--- config.mk ---
export PLATFORM = sky130hd
export DESIGN_NAME = mem_loader
export DESIGN_NICKNAME = d
export VERILOG_FILES = /design/src/rtl/mem_loader_pkg.sv /design/src/rtl/mem_loader_byte_summer.sv /design/src/rtl/mem_loader.sv
export SDC_FILE = /design/constraint.sdc
export NUM_CORES = 1
export LEC_CHECK = 0
export CAP_MARGIN = 30
export CORE_ASPECT_RATIO = 0.8
export CORE_MARGIN = 2
export CORE_UTILIZATION = 50
export DETAILED_ROUTE_END_ITERATION = 8
export GPL_TIMING_DRIVEN = 0
export PLACE_DENSITY = 0.72
export RECOVER_POWER = 50
export SKIP_CTS_REPAIR_TIMING = 1
export SYNTH_ARGS = -nofsm -noshare
export SYNTH_HDL_FRONTEND = slang
export SYNTH_SLANG_ARGS = --single-unit
--- constraint.sdc ---
create_clock -name clk -period 4.3 [get_ports clk]
set_input_delay 0.645 -clock clk [delete_from_list [all_inputs] [get_ports clk]]
set_output_delay 0.645 -clock clk [all_outputs]
set_load 0.02 [all_outputs]
--- src/rtl/mem_loader_pkg.sv ---
// Shared widths and state encoding for the boot-time memory loader.
package mem_loader_pkg;

  localparam int unsigned LDR_ADDR_WIDTH = 8;
  localparam int unsigned LDR_REG_WIDTH  = 8;

  typedef enum logic [2:0] {
    LDR_IDLE,
    LDR_LOAD,
    LDR_VERIFY,
    LDR_CHECK,
    LDR_DONE,
    LDR_ERROR
  } ldr_state_t;

endpackage

--- src/rtl/mem_loader_byte_summer.sv ---
// Registered modular byte accumulator; clear takes priority over enable.
module byte_summer #(
  parameter int unsigned DATA_WIDTH = 8
) (
  input  logic                  clk,
  input  logic                  reset,
  input  logic                  clear,
  input  logic                  enable,
  input  logic [DATA_WIDTH-1:0] din,
  output logic [DATA_WIDTH-1:0] sum
);

  always_ff @(posedge clk or posedge reset) begin
    if (reset)       sum <= '0;
    else if (clear)  sum <= '0;
    else if (enable) sum <= sum + din;
  end

endmodule

--- src/rtl/mem_loader.sv ---
// Boot loader: streams bytes into memory, reads the region back to verify a
// checksum, then releases the core from reset.
module mem_loader #(
  parameter int unsigned ADDR_WIDTH = mem_loader_pkg::LDR_ADDR_WIDTH,
  parameter int unsigned DATA_WIDTH = mem_loader_pkg::LDR_REG_WIDTH,
  parameter int unsigned DEPTH      = 32
) (
  input  logic                  clk,
  input  logic                  reset,
  input  logic                  start,
  input  logic [ADDR_WIDTH-1:0] base_addr,
  input  logic [ADDR_WIDTH-1:0] length,
  input  logic                  s_valid,
  input  logic [DATA_WIDTH-1:0] s_data,
  output logic                  s_ready,
  output logic                  mem_we,
  output logic [ADDR_WIDTH-1:0] mem_addr,
  output logic [DATA_WIDTH-1:0] mem_din,
  input  logic [DATA_WIDTH-1:0] mem_dout,
  output logic                  busy,
  output logic                  done,
  output logic                  error,
  output logic                  cpu_reset_n
);
  import mem_loader_pkg::*;

  localparam logic [ADDR_WIDTH:0] DEPTH_LIM = (ADDR_WIDTH+1)'(DEPTH);

  ldr_state_t            state;
  logic [ADDR_WIDTH-1:0] base_q;
  logic [ADDR_WIDTH-1:0] len_q;
  logic [ADDR_WIDTH-1:0] wr_cnt;
  logic [ADDR_WIDTH-1:0] rd_cnt;
  logic                  rd_issued;
  logic                  rd_valid;
  logic [DATA_WIDTH-1:0] wr_sum;
  logic [DATA_WIDTH-1:0] rd_sum;
  logic                  launch;
  logic                  accept;
  logic                  rd_en;
  logic [ADDR_WIDTH:0]   range_end;

  always_comb begin
    launch    = start && ((state == LDR_IDLE) || (state == LDR_DONE) || (state == LDR_ERROR));
    accept    = (state == LDR_LOAD) && s_valid && s_ready;
    rd_en     = (state == LDR_VERIFY) && rd_valid;
    range_end = {1'b0, base_addr} + {1'b0, length};
  end

  byte_summer #(.DATA_WIDTH(DATA_WIDTH)) u_wr_sum (
    .clk    (clk),
    .reset  (reset),
    .clear  (launch),
    .enable (accept),
    .din    (s_data),
    .sum    (wr_sum)
  );

  byte_summer #(.DATA_WIDTH(DATA_WIDTH)) u_rd_sum (
    .clk    (clk),
    .reset  (reset),
    .clear  (launch),
    .enable (rd_en),
    .din    (mem_dout),
    .sum    (rd_sum)
  );

  always_ff @(posedge clk or posedge reset) begin
    if (reset) begin
      state       <= LDR_IDLE;
      base_q      <= '0;
      len_q       <= '0;
      wr_cnt      <= '0;
      rd_cnt      <= '0;
      rd_issued   <= 1'b0;
      rd_valid    <= 1'b0;
      s_ready     <= 1'b0;
      mem_we      <= 1'b0;
      mem_addr    <= '0;
      mem_din     <= '0;
      busy        <= 1'b0;
      done        <= 1'b0;
      error       <= 1'b0;
      cpu_reset_n <= 1'b0;
    end else begin
      mem_we   <= 1'b0;
      // rd_issued: address on the bus this cycle; rd_valid: its data on mem_dout.
      rd_valid <= rd_issued;
      case (state)
        LDR_IDLE, LDR_DONE, LDR_ERROR: begin
          if (start) begin
            base_q      <= base_addr;
            len_q       <= length;
            wr_cnt      <= '0;
            rd_cnt      <= '0;
            rd_issued   <= 1'b0;
            done        <= 1'b0;
            error       <= 1'b0;
            cpu_reset_n <= 1'b0;
            if (range_end > DEPTH_LIM) begin
              state <= LDR_ERROR;
              error <= 1'b1;
            end else if (length == '0) begin
              state       <= LDR_DONE;
              done        <= 1'b1;
              cpu_reset_n <= 1'b1;
            end else begin
              state   <= LDR_LOAD;
              s_ready <= 1'b1;
              busy    <= 1'b1;
            end
          end
        end
        LDR_LOAD: begin
          if (accept) begin
            mem_we   <= 1'b1;
            mem_addr <= base_q + wr_cnt;
            mem_din  <= s_data;
            wr_cnt   <= wr_cnt + 1'b1;
            if (wr_cnt == len_q - 1'b1) s_ready <= 1'b0;
          end else if (!s_ready) begin
            // Final write is on the bus this cycle; first read address follows it.
            state     <= LDR_VERIFY;
            mem_addr  <= base_q;
            rd_cnt    <= {{(ADDR_WIDTH-1){1'b0}}, 1'b1};
            rd_issued <= 1'b1;
          end
        end
        LDR_VERIFY: begin
          if (rd_cnt != len_q) begin
            mem_addr  <= base_q + rd_cnt;
            rd_cnt    <= rd_cnt + 1'b1;
            rd_issued <= 1'b1;
          end else begin
            rd_issued <= 1'b0;
            if (!rd_issued && rd_valid) state <= LDR_CHECK;
          end
        end
        LDR_CHECK: begin
          busy <= 1'b0;
          if (wr_sum == rd_sum) begin
            state       <= LDR_DONE;
            done        <= 1'b1;
            cpu_reset_n <= 1'b1;
          end else begin
            state <= LDR_ERROR;
            error <= 1'b1;
          end
        end
        default: state <= LDR_IDLE;
      endcase
    end
  end

endmodule

==> results of run 1 <==
==> layout make-up <==
| cell class | count | area share |
|---|---|---|
| multi-input combinational | 471 | 0.4980 |
| tap | 140 | 0.02754 |
| sequential | 74 | 0.2911 |
| timing repair buffer | 58 | 0.09402 |
| buffer | 26 | 0.01849 |
| clock buffer | 10 | 0.03600 |
| inverter | 28 | 0.01672 |
| clock inverter | 6 | 0.01810 |
==> power by group <==
group / switching, mW / internal (mW) / total, mW
Combinational: 0.859 / 0.674 / 1.53
Clock: 0.299 / 0.569 / 0.868
Sequential: 0.226 / 0.903 / 1.13
Total: 1.38 / 2.15 / 3.53
==> placed cells by master, fill, tap and decap left out, drive strengths merged, types with 5 or more instances in the layout <==
cell type      Yosys  routed
inv               28      27
o2111ai            5       5
nor2b             15      15
o31ai              6       6
mux2i              6       6
dlygate4sd3        0      10
nor2              45      45
ha                39      39
a31oi              5       5
a21oi             25      25
a211oi             6       6
nand3             17      17
o21ai             44      44
nor3              17      17
xnor2             25      25
nor3b              5       5
o21a              11      11
buf                7       8
nor4               8       8
xor2              23      23
clkdlybuf4s50      0      47
nand4              7       7
or3                6       6
dfrtp             74      74
fa                 5       5
nand2             88      88
clkbuf            19      29
==> routing by layer <==
layer / vias to the layer above / part of all wire / wire [µm]
met5: - / 0 / 0
met1: 2232 / 0.48 / 6675
met3: 21 / 0.059 / 807
li1: 2269 / - / -
met4: 0 / 0.014 / 196
met2: 146 / 0.44 / 6087
==> worst max-delay path: cells and delay by family <==
kind	cells	cell delay, ps
buffers and inverters	1	460
AOI/OAI and AO/OA	6	1700
adders and majority gates	2	650
==> cell families (layout without fill, tap and decap cells) <==
| family | count (synthesis) | count (layout) |
|---|---|---|
| xor gates and xnor gates | 48 | 48 |
| buffers and inverters | 54 | 128 |
| muxes | 10 | 10 |
| and+or+nand+nor | 228 | 228 |
| AOI/OAI and AO/OA | 141 | 141 |
| DFF | 74 | 74 |
| adders and majority gates | 44 | 44 |
==> worst max-delay path by stage <==
| stage | from | slack [ps] | endpoint | depth (start not counted) |
|---|---|---|---|---|
| 3_3_place_gp | reset | 480 | busy | 2 |
| 5_1_grt | length[0] | 960 | state[0] | 9 |
| 6_report | length[0] | 1050 | state[0] | 9 |
| 2_1_floorplan | base_addr[0] | 1520 | state[0] | 8 |
| 4_1_cts | length[0] | 1060 | state[0] | 9 |
| 3_5_place_dp | length[0] | 700 | state[0] | 9 |
==> registers in the layout, summed over array words and instances (netlist names) <==
register and count:
error 1, state 3, len_q 8, u_wr_sum.sum 8, mem_din 8, s_ready 1, rd_valid 1, rd_cnt 8
rd_issued 1, mem_we 1, mem_addr 8, wr_cnt 8, u_rd_sum.sum 8, base_q 8, busy 1, cpu_reset_n 1
==> metrics.yaml, run 1 <==
outcome: "complete, no violations"
gr-usage-all-layers: 0.2542
final_cells: 813
grt_pass1_vias: 4458
synth_ff_type: "dfrtp_1"
grt_setup_unrepaired: "false"
max_stage_delay_ps: 460
grt_antenna_before_repair: 0
fin_crit_ps: 3253
initial_core_util: 0.5120
drtPass1Iterations: 5
fin_area_um2: 6361
synth.area.top_cells: "dfrtp_1, ha_1, nand2_1"
grt.overflow.total: 0
cts.sinks: 74
power_mw: 3.531
slew-limit-headroom: 0.2381
ff2ff_path_depth: 7
n_fill_cell: 905
ys_seq_area_frac: 0.3532
timing.rr.end: "u_wr_sum.sum[5]"
clkTransAtPathRegs_ps: 60
setup_viol: 0
num_antenna_cells: 0
dp_cells: 797
cap_violations: 0
synth_nets: 679
num_rows: 33
finalSetupTns_ps: 0
worstSetupStartpointType: "primary input"
synthMuxAreaShare: 0.02005
yosysUniqueCellTypes: 71
hold_path.class: "reg -> reg"
ioPinCount: 58
max-vdd-ir-drop_uv: 248.7
ant_nets: 0
worst_slack_ps: 1047
h-tree-depth: 3
finClkSkew_ps: 5.579
worstHoldStart: "rd_issued"
worst_pin_slew_ps: 1137
crit_type: "in -> reg"
placed_area_um2: 6018
drt_wl_total_mm: 13.77
finalHoldViolations: 0
cts_tree: "yes"
yosysMostFrequentCell: "nand2_1"
hpwl_mm: 10.38
max_freq_mhz: 307.4
synth_compound_area_frac: 0.1847
grt_max_degree: 53
power_density_nw_per_um2: 555.1
grtUsageMet1: 0.3560
hold_path_depth: 0
gp_congestion: 0.8796
insertion_delay_ps: 330
synth_simple_gate_area_frac: 0.2072
io_buffers: 57
wire_per_inst_um: 16.93
rrSetupSlack_ps: 1820
grt-busiest-layer: "met2"
endpoint_kind: "flip-flop"
async_flop_share: 1.000
ys_ff_latch: 74
min_to: "rd_valid"
period_share: 0.7566
yosysTopAreaCell: "dfrtp_1"
syn_to_final_growth_pct: 21.34
synth_top_area_frac: 0.3532
synthesis.area_um2: 5243
die_y_um: 95.59
layout-drive-gt1-share: 0.06538
synth_cells: 599
route.vias.total: 4668
synth_top_family_by_area: "simple AND/OR/NAND/NOR gates"
cts_buffers: 9
coreArea_um2: 10240
yosysWarnings: 0
grt_use_met2: 0.4032
die_area_um2: 11320
fin_hold_ws_ps: 401.5
slowest_stage: "clkdlybuf4s50_1"
regArea_um2: 1852
synth-adder-area-share: 0.1122
leakagePower_nw: 2.808
path_max_fanout: 4
synth_edf_count: 0
drc_errors: 0
dp_slack_ps: 704.4
synth_common_cells: "nand2_1, dfrtp_1, nor2_1, o21ai_0, ha_1"
cts.path.max_buffers: 2
worstReg2RegStart: "state[0]"
vias_per_cell: 5.742
fp.dieW_um: 118.5
grt_pass1_wl_mm: 22.50
final_core_util: 0.6212
slew_violations: 0
worstPathCellList: "clkdlybuf4s50_1 > ha_1 > fa_1 > a211oi_2 > o21ba_1 > o221ai_1 > a2111oi_4 > a31oi_1 > a221o_1"
synth_xor_xnor_area_share: 0.08019
final_nets: 748
drtIter0Drc: 367
clockRootBuffer: "clkbuf_16"
arrival_ps: 3470
required_ps: 4510
synth.avg_cell_area_um2: 8.752
multi_input_area_um2: 3168
met3_usage: 0.05203
Note: power is estimated with default switching activity, not from simulation.
==> run 2: changes to the inputs <==
--- a/config.mk
+++ b/config.mk
@@ -11,7 +11,7 @@
 export CORE_UTILIZATION = 50
 export DETAILED_ROUTE_END_ITERATION = 8
 export GPL_TIMING_DRIVEN = 0
-export PLACE_DENSITY = 0.72
+export PLACE_DENSITY = 0.75
 export RECOVER_POWER = 50
 export SKIP_CTS_REPAIR_TIMING = 1
 export SYNTH_ARGS = -nofsm -noshare
==> constraint.sdc (replaced) <==
create_clock -name clk -period 2.8 [get_ports clk]
set_input_delay 0.42 -clock clk [delete_from_list [all_inputs] [get_ports clk]]
set_output_delay 0.42 -clock clk [all_outputs]
set_load 0.02 [all_outputs]
==> run 2 against run 1 <==
Cell area increased by 0.39%; critical path type unchanged; largest cell class unchanged; via count increased by 1.0%; worst hold slack got worse by 39 ps; critical endpoint unchanged; total power up 49%.
==> metrics.yaml, run 2 (same netlist as run 1, synthesis figures left out) <==
worst_pin_slew_ps: 1380  # +243.7 ps
arrival_ps: 2960  # -510 ps
grt.overflow.total: 0  # unchanged
met3_usage: 0.04366  # -0.008373
placed_area_um2: 6018  # unchanged
initial_core_util: 0.5120  # unchanged
slew-limit-headroom: 0.07469  # -0.1634
cp-startpoint: "length[2]"
die_area_um2: 11320  # unchanged
drtIter0Drc: 295  # -20%
worstReg2RegStart: "state[0]"
fin_crit_ps: 2741
cap_violations: 0  # unchanged
layout-drive-gt1-share: 0.07976  # +0.01438
wire_per_inst_um: 16.86  # -0.45%
final_cell_mix: "nand2_1, dfrtp_1, nor2_1, clkdlybuf4s50_1, o21ai_0"
cts_tree: "yes"
vias_per_cell: 5.772  # +0.53%
max-vdd-ir-drop_uv: 416.8  # +68%
clkTransAtPathRegs_ps: 60  # about the same
gr-usage-all-layers: 0.2537  # -0.0005267
num_antenna_cells: 0  # unchanged
ant_nets: 0  # unchanged
num_rows: 33  # unchanged
grt_pass1_wl_mm: 22.78  # +1.2%
leakagePower_nw: 2.824  # +0.55%
layout_commonest_cell: "nand2_1"
finClkSkew_ps: 8.906  # +3.327 ps
hpwl_mm: 10.34  # -0.32%
power_density_nw_per_um2: 826.4  # +49%
drtPass1Iterations: 4  # -1
worstSetupStartpointType: "primary input"
outcome: "complete, no violations"
syn_to_final_growth_pct: 21.81
coreArea_um2: 10240  # unchanged
insertion_delay_ps: 340  # about the same
slew_violations: 0  # unchanged
fp.dieW_um: 118.5  # unchanged
cts_buffers: 9  # unchanged
cts.path.max_buffers: 2  # unchanged
worstHoldStart: "base_addr[0]"
drc_errors: 0  # unchanged
fin_area_um2: 6386  # +0.39%
final_nets: 752  # +0.53%
grt_antenna_before_repair: 0  # unchanged
crit_type: "in -> reg"
finalHoldViolations: 0  # unchanged
path_max_fanout: 4  # unchanged
power_mw: 5.278  # +49%
clockRootBuffer: "clkbuf_16"
die_y_um: 95.59  # unchanged
ioPinCount: 58  # unchanged
hold_path.class: "in -> reg"
gp_congestion: 0.9017  # +2.5%
grt_max_degree: 47  # -11%
period_share: 0.9790
grt-busiest-layer: "met2"
max_freq_mhz: 364.8
grt_use_met2: 0.4066  # +0.003372
route.vias.total: 4716  # +1.0%
required_ps: 3020  # -1490 ps
cts.sinks: 74  # unchanged
grtUsageMet1: 0.3593  # +0.003240
grt_pass1_vias: 4587  # +2.9%
endpoint_kind: "flip-flop"
drt_wl_total_mm: 13.77  # about the same
io_buffers: 57  # unchanged
setup_viol: 0  # unchanged
h-tree-depth: 3  # unchanged
run 2: changes by cell type in the layout (fill, tap and decap cells not counted), sizes merged:
cell and change:
dlymetal6s2s +2, clkinvlp +2, bufinv -2, clkdlybuf4s50 -2
clkbuf -1, inv +1, buf +4
run 2: layout make-up:
type / count / area [µm²]
buffer: 26 / 117.6
clock buffer: 9 / 225.2
clock inverter: 7 / 78.83
fill: 917 / 3854
inverter: 28 / 106.4
multi-input combinational: 471 / 3198
sequential: 74 / 1852
tap: 140 / 175.2
timing repair buffer: 62 / 633.1
run 2: worst paths after layout:
check / end / slack (ps) / cells after the start
worst max-delay path: state[0] / 60 / 10
worst min-delay path: base_q[0] / 360 / 3
worst max register to register: wr_cnt[1] / 300 / 7
worst min register to register: rd_valid / 400 / 0
max in group asynchronous: len_q[4] / 1190 / 3
min in group asynchronous: mem_we / 840 / 2
run 2: metal layers:
| metal | up-vias | wire length [µm] |
|---|---|---|
| met4 | 0 | 238 |
| li1 | 2280 | - |
| met3 | 23 | 700 |
| met2 | 133 | 6291 |
| met5 | - | 0 |
| met1 | 2280 | 6542 |
run 2: stage by stage:
step / hold slack [ps] / worst slack (ps) / utilization / std cells / TNS (ps)
finish: 362.5 / 58.72 / 0.6237 / 817 / 0
global route: 371.5 / -31.49 / 0.6237 / 817 / -31.49
CTS: 403.2 / -206.6 / 0.6174 / 813 / -250.6
detailed placement: 388.0 / -547.2 / 0.5877 / 797 / -2094
global placement: 385.5 / -813.6 / 0.5848 / 796 / -61660
floorplan: 375.1 / 248.5 / - / 599 / 0
run 2: critical path, cell delays in order:
cell	delay, ps
clkdlybuf4s50_1	460
ha_1	410
a211oi_4	90
buf_4	150
buf_4	130
o211ai_1	210
o2111ai_2	200
a2111oi_4	390
a31oi_2	180
a221o_1	310
run 2: where the power goes:
group | switching [mW] | leakage, nW | internal [mW]
Combinational | 1.33 | 1.73 | 1.05
Clock | 0.477 | 0.138 | 0.696
Sequential | 0.343 | 0.951 | 1.39
